==> config.mk <==
export PLATFORM = sky130hd
export DESIGN_NAME = probatina_ctrl_s_axi_flat
export DESIGN_NICKNAME = d
export VERILOG_FILES = /design/src/rtl/probatina_ctrl_pkg.sv /design/src/rtl/probatina_ctrl_s_axi_if.sv /design/src/rtl/probatina_ctrl_s_axi.sv /design/src/flat_wrapper.sv
export SDC_FILE = /design/constraint.sdc
export NUM_CORES = 1
export LEC_CHECK = 0
export BUFFER_PORTS_ARGS = -buffer_cell sky130_fd_sc_hd__buf_2
export CORE_MARGIN = 3
export CORE_UTILIZATION = 40
export DETAILED_ROUTE_END_ITERATION = 16
export GPL_TIMING_DRIVEN = 0
export MAX_ROUTING_LAYER = met4
export PLACE_DENSITY = 0.68
export SLEW_MARGIN = 10
export SYNTH_ARGS = -nofsm -noshare
export SYNTH_HDL_FRONTEND = slang
export SYNTH_SLANG_ARGS = --single-unit
==> constraint.sdc <==
create_clock -name ap_clk -period 2.26 [get_ports ap_clk]
set_input_delay 0.226 -clock ap_clk [delete_from_list [all_inputs] [get_ports ap_clk]]
set_output_delay 0.226 -clock ap_clk [all_outputs]
set_load 0.02 [all_outputs]
==> src/rtl/probatina_ctrl_pkg.sv <==
// Shared definitions for the probatina AXI4-Lite control slave: register
// offsets, CTRL bit positions, FSM state types and the byte-strobe merge helper.
package probatina_ctrl_pkg;

    localparam int unsigned REG_ADDR_BITS = 6;
    typedef logic [REG_ADDR_BITS-1:0] reg_addr_t;

    localparam reg_addr_t ADDR_CTRL    = 6'h00;
    localparam reg_addr_t ADDR_GIE     = 6'h04;
    localparam reg_addr_t ADDR_IER     = 6'h08;
    localparam reg_addr_t ADDR_ISR     = 6'h0C;
    localparam reg_addr_t ADDR_PTR0_LO = 6'h10;
    localparam reg_addr_t ADDR_PTR0_HI = 6'h14;

    localparam int unsigned CTRL_AP_START     = 0;
    localparam int unsigned CTRL_AP_DONE      = 1;
    localparam int unsigned CTRL_AP_IDLE      = 2;
    localparam int unsigned CTRL_AP_READY     = 3;
    localparam int unsigned CTRL_AUTO_RESTART = 7;

    typedef enum logic [1:0] {WRIDLE, WRDATA, WRRESP} wr_state_t;
    typedef enum logic       {RDIDLE, RDDATA}         rd_state_t;

    // Replace only the bytes whose strobe is set.
    function automatic logic [31:0] apply_wstrb(input logic [31:0] old_val,
                                                input logic [31:0] new_val,
                                                input logic [3:0]  strb);
        logic [31:0] res;
        res = old_val;
        for (int b = 0; b < 4; b++) begin
            if (strb[b]) res[8*b +: 8] = new_val[8*b +: 8];
        end
        return res;
    endfunction

endpackage

==> src/rtl/probatina_ctrl_s_axi_if.sv <==
// AXI4-Lite bus bundle for the probatina control slave; slave modport for the
// register file, master modport for whatever drives it.
interface probatina_ctrl_s_axi_if #(
    parameter int ADDR_WIDTH = 12
);
    logic                  awvalid;
    logic                  awready;
    logic [ADDR_WIDTH-1:0] awaddr;
    logic                  wvalid;
    logic                  wready;
    logic [31:0]           wdata;
    logic [3:0]            wstrb;
    logic                  bvalid;
    logic                  bready;
    logic [1:0]            bresp;
    logic                  arvalid;
    logic                  arready;
    logic [ADDR_WIDTH-1:0] araddr;
    logic                  rvalid;
    logic                  rready;
    logic [31:0]           rdata;
    logic [1:0]            rresp;

    modport slave (
        input  awvalid, awaddr, wvalid, wdata, wstrb, bready, arvalid, araddr, rready,
        output awready, wready, bvalid, bresp, arready, rvalid, rdata, rresp
    );

    modport master (
        output awvalid, awaddr, wvalid, wdata, wstrb, bready, arvalid, araddr, rready,
        input  awready, wready, bvalid, bresp, arready, rvalid, rdata, rresp
    );
endinterface

==> src/rtl/probatina_ctrl_s_axi.sv <==
// AXI4-Lite register file driving ap_start/axi00_ptr0 of the probatina core.
// Define PROBATINA_CTRL_IRQ_EN to build GIE/IER/ISR and the interrupt output.
module probatina_ctrl_s_axi
    import probatina_ctrl_pkg::*;
#(
    parameter int C_S_AXI_ADDR_WIDTH = 12,
    parameter int C_S_AXI_DATA_WIDTH = 32
) (
    input  logic                  ap_clk,
    input  logic                  areset,
    probatina_ctrl_s_axi_if.slave s_axi,
    output logic                  ap_start,
    input  logic                  ap_done,
    input  logic                  ap_idle,
    input  logic                  ap_ready,
    output logic [63:0]           axi00_ptr0,
    output logic                  interrupt
);

    wr_state_t wr_state_q, wr_state_d;
    rd_state_t rd_state_q, rd_state_d;
    logic      awready_q, awready_d, wready_q, wready_d, bvalid_q, bvalid_d;
    logic      arready_q, arready_d, rvalid_q, rvalid_d;
    reg_addr_t waddr_q, waddr_d;
    logic [C_S_AXI_DATA_WIDTH-1:0] rdata_q, rdata_d;
    logic [31:0] rd_mux;

    logic        ap_start_q, ap_start_d;
    logic        auto_restart_q, auto_restart_d;
    logic        done_latch_q, done_latch_d;
    logic [31:0] ptr_lo_q, ptr_lo_d, ptr_hi_q, ptr_hi_d;

    logic aw_hs, w_hs, ar_hs, ctrl_rd;

    wire unused_addr_hi = &{1'b0, s_axi.awaddr[C_S_AXI_ADDR_WIDTH-1:REG_ADDR_BITS],
                                  s_axi.araddr[C_S_AXI_ADDR_WIDTH-1:REG_ADDR_BITS]};

    assign aw_hs   = s_axi.awvalid & awready_q;
    assign w_hs    = s_axi.wvalid  & wready_q;
    assign ar_hs   = s_axi.arvalid & arready_q;
    assign ctrl_rd = ar_hs && (s_axi.araddr[REG_ADDR_BITS-1:0] == ADDR_CTRL);

    // NOTE: every signal assigned in an always_comb gets a default first, so no latch is inferred.
    always_comb begin
        wr_state_d = wr_state_q;
        waddr_d    = waddr_q;
        case (wr_state_q)
            WRIDLE:  if (aw_hs) begin
                         waddr_d    = s_axi.awaddr[REG_ADDR_BITS-1:0];
                         wr_state_d = WRDATA;
                     end
            WRDATA:  if (w_hs) wr_state_d = WRRESP;
            WRRESP:  if (s_axi.bready) wr_state_d = WRIDLE;
            default: wr_state_d = WRIDLE;
        endcase
        awready_d = (wr_state_d == WRIDLE);
        wready_d  = (wr_state_d == WRDATA);
        bvalid_d  = (wr_state_d == WRRESP);

        rd_state_d = rd_state_q;
        rdata_d    = rdata_q;
        case (rd_state_q)
            RDIDLE:  if (ar_hs) begin
                         rdata_d    = rd_mux;
                         rd_state_d = RDDATA;
                     end
            RDDATA:  if (s_axi.rready) rd_state_d = RDIDLE;
            default: rd_state_d = RDIDLE;
        endcase
        arready_d = (rd_state_d == RDIDLE);
        rvalid_d  = (rd_state_d == RDDATA);
    end

    always_comb begin
        ap_start_d     = ap_start_q;
        auto_restart_d = auto_restart_q;
        done_latch_d   = done_latch_q;
        ptr_lo_d       = ptr_lo_q;
        ptr_hi_d       = ptr_hi_q;

        if (ap_ready && !auto_restart_q) ap_start_d = 1'b0;
        if (w_hs && waddr_q == ADDR_CTRL && s_axi.wstrb[0]) begin
            auto_restart_d = s_axi.wdata[CTRL_AUTO_RESTART];
            if (s_axi.wdata[CTRL_AP_START]) ap_start_d = 1'b1;
        end

        // A done pulse coinciding with the clearing read keeps the latch set.
        if (ctrl_rd) done_latch_d = 1'b0;
        if (ap_done) done_latch_d = 1'b1;

        if (w_hs && waddr_q == ADDR_PTR0_LO) ptr_lo_d = apply_wstrb(ptr_lo_q, s_axi.wdata, s_axi.wstrb);
        if (w_hs && waddr_q == ADDR_PTR0_HI) ptr_hi_d = apply_wstrb(ptr_hi_q, s_axi.wdata, s_axi.wstrb);
    end

`ifdef PROBATINA_CTRL_IRQ_EN
    logic       gie_q, gie_d, interrupt_q, interrupt_d;
    logic [1:0] ier_q, ier_d, isr_q, isr_d, irq_evt;

    always_comb begin
        gie_d = gie_q;
        ier_d = ier_q;
        isr_d = isr_q;
        if (w_hs && waddr_q == ADDR_GIE && s_axi.wstrb[0]) gie_d = s_axi.wdata[0];
        if (w_hs && waddr_q == ADDR_IER && s_axi.wstrb[0]) ier_d = s_axi.wdata[1:0];
        irq_evt = {ap_ready, ap_done} & ier_q;
        for (int n = 0; n < 2; n++) begin
            if (w_hs && waddr_q == ADDR_ISR && s_axi.wstrb[0] && s_axi.wdata[n]) isr_d[n] = ~isr_q[n];
            if (irq_evt[n]) isr_d[n] = 1'b1;
        end
        interrupt_d = gie_q & (|isr_q);
    end

    always_ff @(posedge ap_clk) begin
        if (areset) begin
            gie_q       <= 1'b0;
            ier_q       <= '0;
            isr_q       <= '0;
            interrupt_q <= 1'b0;
        end else begin
            gie_q       <= gie_d;
            ier_q       <= ier_d;
            isr_q       <= isr_d;
            interrupt_q <= interrupt_d;
        end
    end

    assign interrupt = interrupt_q;
`else
    assign interrupt = 1'b0;
`endif

    always_comb begin
        rd_mux = '0;
        case (s_axi.araddr[REG_ADDR_BITS-1:0])
            ADDR_CTRL: begin
                rd_mux[CTRL_AP_START]     = ap_start_q;
                rd_mux[CTRL_AP_DONE]      = done_latch_q;
                rd_mux[CTRL_AP_IDLE]      = ap_idle;
                rd_mux[CTRL_AP_READY]     = ap_ready;
                rd_mux[CTRL_AUTO_RESTART] = auto_restart_q;
            end
`ifdef PROBATINA_CTRL_IRQ_EN
            ADDR_GIE:     rd_mux[0]   = gie_q;
            ADDR_IER:     rd_mux[1:0] = ier_q;
            ADDR_ISR:     rd_mux[1:0] = isr_q;
`endif
            ADDR_PTR0_LO: rd_mux = ptr_lo_q;
            ADDR_PTR0_HI: rd_mux = ptr_hi_q;
            default:      rd_mux = '0;
        endcase
    end

    // NOTE: sequential state is written with non-blocking assignments only.
    always_ff @(posedge ap_clk) begin
        if (areset) begin
            wr_state_q     <= WRIDLE;
            rd_state_q     <= RDIDLE;
            awready_q      <= 1'b0;
            wready_q       <= 1'b0;
            bvalid_q       <= 1'b0;
            arready_q      <= 1'b0;
            rvalid_q       <= 1'b0;
            waddr_q        <= '0;
            rdata_q        <= '0;
            ap_start_q     <= 1'b0;
            auto_restart_q <= 1'b0;
            done_latch_q   <= 1'b0;
            ptr_lo_q       <= '0;
            ptr_hi_q       <= '0;
        end else begin
            wr_state_q     <= wr_state_d;
            rd_state_q     <= rd_state_d;
            awready_q      <= awready_d;
            wready_q       <= wready_d;
            bvalid_q       <= bvalid_d;
            arready_q      <= arready_d;
            rvalid_q       <= rvalid_d;
            waddr_q        <= waddr_d;
            rdata_q        <= rdata_d;
            ap_start_q     <= ap_start_d;
            auto_restart_q <= auto_restart_d;
            done_latch_q   <= done_latch_d;
            ptr_lo_q       <= ptr_lo_d;
            ptr_hi_q       <= ptr_hi_d;
        end
    end

    assign s_axi.awready = awready_q;
    assign s_axi.wready  = wready_q;
    assign s_axi.bvalid  = bvalid_q;
    assign s_axi.bresp   = 2'b00;
    assign s_axi.arready = arready_q;
    assign s_axi.rvalid  = rvalid_q;
    assign s_axi.rdata   = rdata_q;
    assign s_axi.rresp   = 2'b00;
    assign ap_start      = ap_start_q;
    assign axi00_ptr0    = {ptr_hi_q, ptr_lo_q};

endmodule

==> src/flat_wrapper.sv <==
// flat-port wrapper written by rule: the top's interface ports become plain ports
module probatina_ctrl_s_axi_flat import probatina_ctrl_pkg::*;
#(
    parameter int C_S_AXI_ADDR_WIDTH = 12,
    parameter int C_S_AXI_DATA_WIDTH = 32
)
  (ap_clk, areset, ap_start, ap_done, ap_idle, ap_ready, axi00_ptr0, interrupt, s_axi_awvalid, s_axi_awaddr, s_axi_wvalid, s_axi_wdata, s_axi_wstrb, s_axi_bready, s_axi_arvalid, s_axi_araddr, s_axi_rready, s_axi_awready, s_axi_wready, s_axi_bvalid, s_axi_bresp, s_axi_arready, s_axi_rvalid, s_axi_rdata, s_axi_rresp);
  probatina_ctrl_s_axi_if #(.ADDR_WIDTH(12)) s_axi_i ();
  input  logic ap_clk;
  input  logic areset;
  output logic ap_start;
  input  logic ap_done;
  input  logic ap_idle;
  input  logic ap_ready;
  output logic [63:0] axi00_ptr0;
  output logic interrupt;
  input wire logic [$bits(s_axi_i.awvalid)-1:0] s_axi_awvalid;
  input wire logic [$bits(s_axi_i.awaddr)-1:0] s_axi_awaddr;
  input wire logic [$bits(s_axi_i.wvalid)-1:0] s_axi_wvalid;
  input wire logic [$bits(s_axi_i.wdata)-1:0] s_axi_wdata;
  input wire logic [$bits(s_axi_i.wstrb)-1:0] s_axi_wstrb;
  input wire logic [$bits(s_axi_i.bready)-1:0] s_axi_bready;
  input wire logic [$bits(s_axi_i.arvalid)-1:0] s_axi_arvalid;
  input wire logic [$bits(s_axi_i.araddr)-1:0] s_axi_araddr;
  input wire logic [$bits(s_axi_i.rready)-1:0] s_axi_rready;
  output wire logic [$bits(s_axi_i.awready)-1:0] s_axi_awready;
  output wire logic [$bits(s_axi_i.wready)-1:0] s_axi_wready;
  output wire logic [$bits(s_axi_i.bvalid)-1:0] s_axi_bvalid;
  output wire logic [$bits(s_axi_i.bresp)-1:0] s_axi_bresp;
  output wire logic [$bits(s_axi_i.arready)-1:0] s_axi_arready;
  output wire logic [$bits(s_axi_i.rvalid)-1:0] s_axi_rvalid;
  output wire logic [$bits(s_axi_i.rdata)-1:0] s_axi_rdata;
  output wire logic [$bits(s_axi_i.rresp)-1:0] s_axi_rresp;
  assign s_axi_i.awvalid = s_axi_awvalid;
  assign s_axi_i.awaddr = s_axi_awaddr;
  assign s_axi_i.wvalid = s_axi_wvalid;
  assign s_axi_i.wdata = s_axi_wdata;
  assign s_axi_i.wstrb = s_axi_wstrb;
  assign s_axi_i.bready = s_axi_bready;
  assign s_axi_i.arvalid = s_axi_arvalid;
  assign s_axi_i.araddr = s_axi_araddr;
  assign s_axi_i.rready = s_axi_rready;
  assign s_axi_awready = s_axi_i.awready;
  assign s_axi_wready = s_axi_i.wready;
  assign s_axi_bvalid = s_axi_i.bvalid;
  assign s_axi_bresp = s_axi_i.bresp;
  assign s_axi_arready = s_axi_i.arready;
  assign s_axi_rvalid = s_axi_i.rvalid;
  assign s_axi_rdata = s_axi_i.rdata;
  assign s_axi_rresp = s_axi_i.rresp;
  probatina_ctrl_s_axi #(.C_S_AXI_ADDR_WIDTH(C_S_AXI_ADDR_WIDTH), .C_S_AXI_DATA_WIDTH(C_S_AXI_DATA_WIDTH)) u_core (.ap_clk(ap_clk), .areset(areset), .s_axi(s_axi_i), .ap_start(ap_start), .ap_done(ap_done), .ap_idle(ap_idle), .ap_ready(ap_ready), .axi00_ptr0(axi00_ptr0), .interrupt(interrupt));
endmodule
==> impl_metrics.tcl, run 1 <==
set metrics [dict create \
    die_h_um 115.8 \
    synth-seq-area-share_pct 46.51 \
    crit_fanout 10 \
    diodes 0 \
    syn_inst 551 \
    placedCellCount 852 \
    worst_slew_pin_slew_ns 0.6899 \
    cp.arrival_ns 2.31 \
    drive_gt1_share_pct 27.45 \
    rsz0062_at_grt "false" \
    yosys-top-cells-area "dfxtp_1, mux2i_1, a21oi_1, clkbuf_1, nand3_1" \
    synth_top_area_share_pct 46.51 \
    io_buffers 154 \
    cts_buffers 9 \
    drc 0 \
    routed_via_density 5.843 \
    dp.final_hpwl_mm 12.31 \
    power.leakage_uw 0.002604 \
    synth.most_common_cell "dfxtp_1" \
    synth-edff-count 0 \
    hold_class "primary input to register" \
    final_cells 868 \
    path_cells "and4b_1, clkbuf_1, nand3_1, mux2i_1" \
    syn_area_sq_um 4821 \
    clock_latency_ns 0.35 \
    synth-warning-count 0 \
    routed_wl_mm 16.78 \
    grt_pass1_vias 4814 \
    antenna_found_initial 0 \
    netlist_top_cells_count "dfxtp_1, clkbuf_1, a21oi_1" \
    first_iter_violations 476 \
    io_pins 177 \
    ant_nets 0 \
    achievable-frequency_mhz 489.8 \
    vias 5072 \
    clkTransAtPathRegs_ns 0.07 \
    cts_num_sinks 112 \
    grt_pass1_wl_mm 25.60 \
    post_cts_buffers 0 \
    ys_ff_latch 112 \
    syn_avg_cell_area_sq_um 8.749 \
    die-area_sq_um 13410 \
    core_sq_um 11610 \
    nNetsFinal 790 \
    yosys.area.top_type "dfxtp_1" \
    row_count 39 \
    slowest_delay_ns 0.55 \
    clockBufferDepth 2 \
    postCtsHoldBufs 0 \
    p_per_area_nw_per_um2 680.9 \
    cts-resized-gates 0 \
    grt_max_degree 19 \
    syn2layout_area_growth_pct 25.85 \
    dr.pass1.iters 5 \
    wl_per_cell_um 19.34 \
    timing.setup.tns_ns 0 \
    hold_violations 0 \
    start_util_pct 41.51 \
    ys_async_sr_fraction_pct 0 \
    status "completed" \
    slew_viol_final 0 \
    setup_violations 0 \
    finalCriticalPeriod_ns 2.042 \
    drv_cap 0 \
    root_buffer "clkbuf_16" \
    tritoncts "built" \
    max_slew_margin_pct 54.01 \
    peakVddDrop_v 0.0004504 \
    grt_overflow 0 \
    worstPathRequired_ns 2.53 \
    die_x_um 115.8 \
    critPathLaunchType "register" \
    h-tree-depth 3 \
    fin_crit_sh_pct 90.34 \
    cp_slowest_cell "nand3_1" \
    track_usage_pct 25.17 \
    synth-main-ff-cell "dfxtp_1" \
    gp_congestion 0.8507 \
    yosysUniqueCellTypes 41 \
    path_class "register to register" \
    end_kind "register" \
    fin_skew_ns 0.01110 \
]
==> final timing paths <==
kind                        from             endpoint  slack, ns  cells after the start
min              s_axi_awaddr[5]    u_core.waddr_q[5]       0.12                      3
max reg2reg  u_core.s_axi.wready  u_core.ptr_lo_q[24]       0.22                      4
max          u_core.s_axi.wready  u_core.ptr_lo_q[24]       0.22                      4
min reg2reg   u_core.ptr_lo_q[3]   u_core.ptr_lo_q[3]       0.47                      2
==> final cells by class <==
| class | count | area [sq um] |
|---|---|---|
| Buffer | 62 | 252.7 |
| Multi-Input combinational cell | 366 | 2285 |
| Clock buffer | 11 | 242.7 |
| Timing Repair Buffer | 154 | 770.7 |
| Fill cell | 1152 | 5547 |
| Tap cell | 143 | 178.9 |
| Clock inverter | 5 | 38.79 |
| Sequential cell | 112 | 2242 |
| Inverter | 15 | 56.30 |
==> logic make-up after synthesis <==
| group | synth area share, % |
|---|---|
| compound gates | 22.37 |
| buf+inv | 6.410 |
| flops | 46.51 |
| mux | 7.604 |
| other cells | 0.07779 |
| simple gates | 17.03 |
==> power breakdown <==
part,leakage (uW),switching (uW),internal [uW]
clock network,0.000137,759,791
registers,0.000908,35.0,2020
logic,0.00156,371,153
total,0.00260,1160,2970
==> state kept, by name, indices dropped and copies added (netlist names) <==
signal / cells
u_core.ap_start: 1
u_core.auto_restart_q: 1
u_core.ptr_lo_q: 32
u_core.s_axi.awready: 1
u_core.s_axi.rdata: 32
u_core.wr_state_q: 2
u_core.done_latch_q: 1
u_core.ptr_hi_q: 32
u_core.rd_state_q: 1
u_core.s_axi.bvalid: 1
u_core.waddr_q: 6
u_core.s_axi.arready: 1
u_core.s_axi.wready: 1
==> placed cells by master (no fill, tap or decap), types with 2 or more instances in the layout <==
cell type,Yosys,routed
clkbuf_1,55,56
a21oi_1,52,52
a22oi_1,5,5
dfxtp_1,112,112
nor2_1,10,10
inv_6,0,3
nand2_1,43,43
nand3_1,40,40
a31o_2,16,16
nor4_1,10,10
nand4_1,25,25
conb_1,1,5
mux2i_1,31,31
nor3_1,4,4
o31ai_1,24,24
nand2b_1,8,8
buf_4,5,5
a31oi_1,28,28
a311oi_1,9,9
nor2b_1,3,3
buf_2,1,155
clkbuf_16,0,9
and3_1,2,2
a32oi_1,5,5
inv_1,13,13
mux2_2,5,5
o21ai_0,28,28
==> routing by layer <==
metal  GRT usage [%]  vias to the layer above  wire length, um
li1                -                     2377                -
met1           33.03                     2421             7466
met3           4.021                       28             1261
met2           39.66                      246             7753
met4           8.585                        0              301
met5               -                        -                0
==> worst max-delay path: cells and delay by family, from the launching register on <==
kind / cells / cell delay [ns]
buffers and inverters: 1 / 0.43
flip-flops: 1 / 0.41
multiplexers: 1 / 0.30
AND/OR/NAND/NOR: 2 / 0.81
==> stage by stage <==
stage | setup slack [ns] | power [uW] | utilization (%) | hold slack, ns | area (sq um)
after global routing | 0.1272 | 4257 | 52.24 | 0.1320 | 6067
after CTS | 0.2338 | 4121 | 52.24 | 0.1147 | 6067
final | 0.2182 | 4131 | 52.24 | 0.1180 | 6067
after global placement | 0.06355 | 2605 | 49.82 | 0.4549 | 5786
after floorplan | 0.5266 | 2405 | - | 0.3648 | 4836
after detailed placement | 0.02291 | 2616 | 49.82 | 0.4681 | 5786
(Power assumes the default switching activity.)
==> run 2: changes to the inputs <==
- ABC_AREA: default -> 1
==> run 2 against run 1 <==
Compared with the run above:
- register-to-register slack improved by 0.098 ns
- flip-flop and latch count did not move
- first-iteration DRC count down 26%
==> impl_metrics.tcl, run 2 <==
set metrics [dict create \
    io_pins 177 \
    h-tree-depth 3 \
    cts_buffers 9 \
    whs_ns 0.1100 \
    status "completed" \
    critPathLaunchType "register" \
    finalCriticalPeriod_ns 1.944 \
    grt_overflow 0 \
    fillerInstances 1247 \
    post_cts_buffers 0 \
    rsz0062_at_grt "false" \
    crit_top_cell "o21ai_0" \
    drc 0 \
    final_cell_mix "nor2_1, buf_2, nand2_1" \
    grt_pass1_wl_mm 22.05 \
    r2r-start "u_core.s_axi.arready" \
    core_sq_um 11710 \
    slew_viol_final 0 \
    worst_r2r_path_depth 6 \
    place_ws_ns 0.2872 \
    mostFrequentLayoutCell "nor2_1" \
    vias 4889 \
    routed_via_density 4.591 \
    end_kind "register" \
    hold_depth 3 \
    syn2layout_area_growth_pct 25.10 \
    row_count 39 \
    clkTransAtPathRegs_ns 0.07 \
    timing.rr.end "u_core.s_axi.rdata[4]" \
    cp.arrival_ns 2.19 \
    gp_congestion 0.8330 \
    synth.most_common_cell "nor2_1" \
    worstHoldStart "ap_done" \
    grt_max_degree 16 \
    die_x_um 116.9 \
    total_power_uw 3947 \
    final_cells 1065 \
    setup_violations 0 \
    postCtsHoldBufs 0 \
    achievable-frequency_mhz 514.4 \
    dr.pass1.iters 4 \
    wl_per_cell_um 13.46 \
    drv_cap 0 \
    path_cells "nand2_1, nor2_1, clkbuf_1, o21ai_0, o21ai_0, inv_1" \
    fin_crit_sh_pct 86.02 \
    path_class "register to register" \
    start_util_pct 42.01 \
    power.leakage_uw 0.003487 \
    synth-edff-count 0 \
    p_per_area_nw_per_um2 641.3 \
    syn_avg_cell_area_sq_um 6.586 \
    cts_num_sinks 112 \
    synth-warning-count 0 \
    yosys-top-cells-area "dfxtp_1, nor2_1, nand2_1, inv_1, o21ai_0" \
    io_buffers 157 \
    crit_fanout 10 \
    worstPathRequired_ns 2.51 \
    netlist_top_cells_count "nor2_1, nand2_1, dfxtp_1" \
    grt_pass1_vias 4484 \
    hold_violations 0 \
    cp_slowest_cell "clkbuf_1" \
    multiInputGateArea_sq_um 2087 \
    clockBufferDepth 2 \
    synth_top_area_share_pct 45.57 \
    antenna_found_initial 0 \
    syn_inst 747 \
    root_buffer "clkbuf_16" \
    drive_gt1_share_pct 21.04 \
    yosys.area.top_type "dfxtp_1" \
    ys_ff_latch 112 \
    layout_setup_ws_ns 0.3159 \
    nNetsFinal 989 \
    peakVddDrop_v 0.0003409 \
    clock_latency_ns 0.35 \
    synth-seq-area-share_pct 45.57 \
    slowest_delay_ns 0.54 \
    placedCellCount 1051 \
    synth-main-ff-cell "dfxtp_1" \
    ys_async_sr_fraction_pct 0 \
    track_usage_pct 21.56 \
    fin_skew_ns 0.009056 \
    rrSetupSlack_ns 0.32 \
    die_h_um 116.9 \
    ant_nets 0 \
    hold_class "primary input to register" \
    timing.setup.tns_ns 0 \
    min_to "u_core.done_latch_q" \
    max_slew_margin_pct 59.26 \
    syn_area_sq_um 4920 \
    die-area_sq_um 13670 \
    dp.final_hpwl_mm 10.47 \
    diodes 0 \
    tritoncts "built" \
    worst_slew_pin_slew_ns 0.6112 \
    cts-resized-gates 0 \
    yosysUniqueCellTypes 21 \
    first_iter_violations 350 \
    ff_latch_area_sq_um 2242 \
    routed_wl_mm 14.34 \
]
-- run 2: per-layer routing --
metal / vias up / share of wire [%] / GRT usage (%) / routed length [um]
met3: 12 / 6.3 / 3.753 / 901
met4: 0 / 1.2 / 7.416 / 173
li1: 2588 / - / - / -
met5: - / 0 / - / 0
met2: 138 / 46 / 34.81 / 6585
met1: 2151 / 47 / 27.38 / 6678
-- run 2: worst max-delay path by stage --
| stage | slack, ns | endpoint | cells after the start | startpoint |
|---|---|---|---|---|
| 6_report | 0.32 | u_core.s_axi.rdata[4] | 6 | u_core.s_axi.arready |
| 3_3_place_gp | 0.32 | u_core.s_axi.rdata[4] | 6 | u_core.s_axi.arready |
| 2_1_floorplan | 0.69 | u_core.ptr_hi_q[0] | 8 | u_core.s_axi.wready |
| 3_5_place_dp | 0.29 | u_core.s_axi.rdata[4] | 6 | u_core.s_axi.arready |
| 4_1_cts | 0.28 | u_core.s_axi.rdata[4] | 6 | u_core.s_axi.arready |
| 5_1_grt | 0.16 | u_core.ptr_lo_q[28] | 6 | u_core.s_axi.wready |
-- run 2: cell families after synthesis --
| family | share of synthesized area [%] |
|---|---|
| other | 0.07622 |
| AND/OR/NAND/NOR | 33.88 |
| buffers and inverters | 12.31 |
| AO/OA/AOI/OAI | 8.164 |
| flip-flops | 45.57 |
-- run 2: through the flow --
stage	instance area, sq um	util (%)
floorplan	4935	-
global placement	5899	50.37
detailed placement	5899	50.37
CTS	6155	52.55
global route	6155	52.55
finish	6155	52.55
-- run 2: report_power, final --
part	switching, uW	internal, uW
Clock	694	767
Combinational	288	142
Sequential	28.0	2030
Total	1010	2940
-- run 2: cell type report --
cell class / instances / area share [%]
Sequential cell: 112 / 36.43
Multi-Input combinational cell: 496 / 33.91
Timing Repair Buffer: 157 / 12.77
Inverter: 104 / 6.343
Clock buffer: 13 / 4.066
Buffer: 39 / 3.497
Tap cell: 143 / 2.907
Clock inverter: 1 / 0.08132
-- run 2: critical path: cells and delay by family, from the launching register on --
family / cells / cell delay (ns)
AOI/OAI and AO/OA: 2 / 0.43
and+or+nand+nor: 2 / 0.50
buffers and inverters: 2 / 0.59
DFF: 1 / 0.32
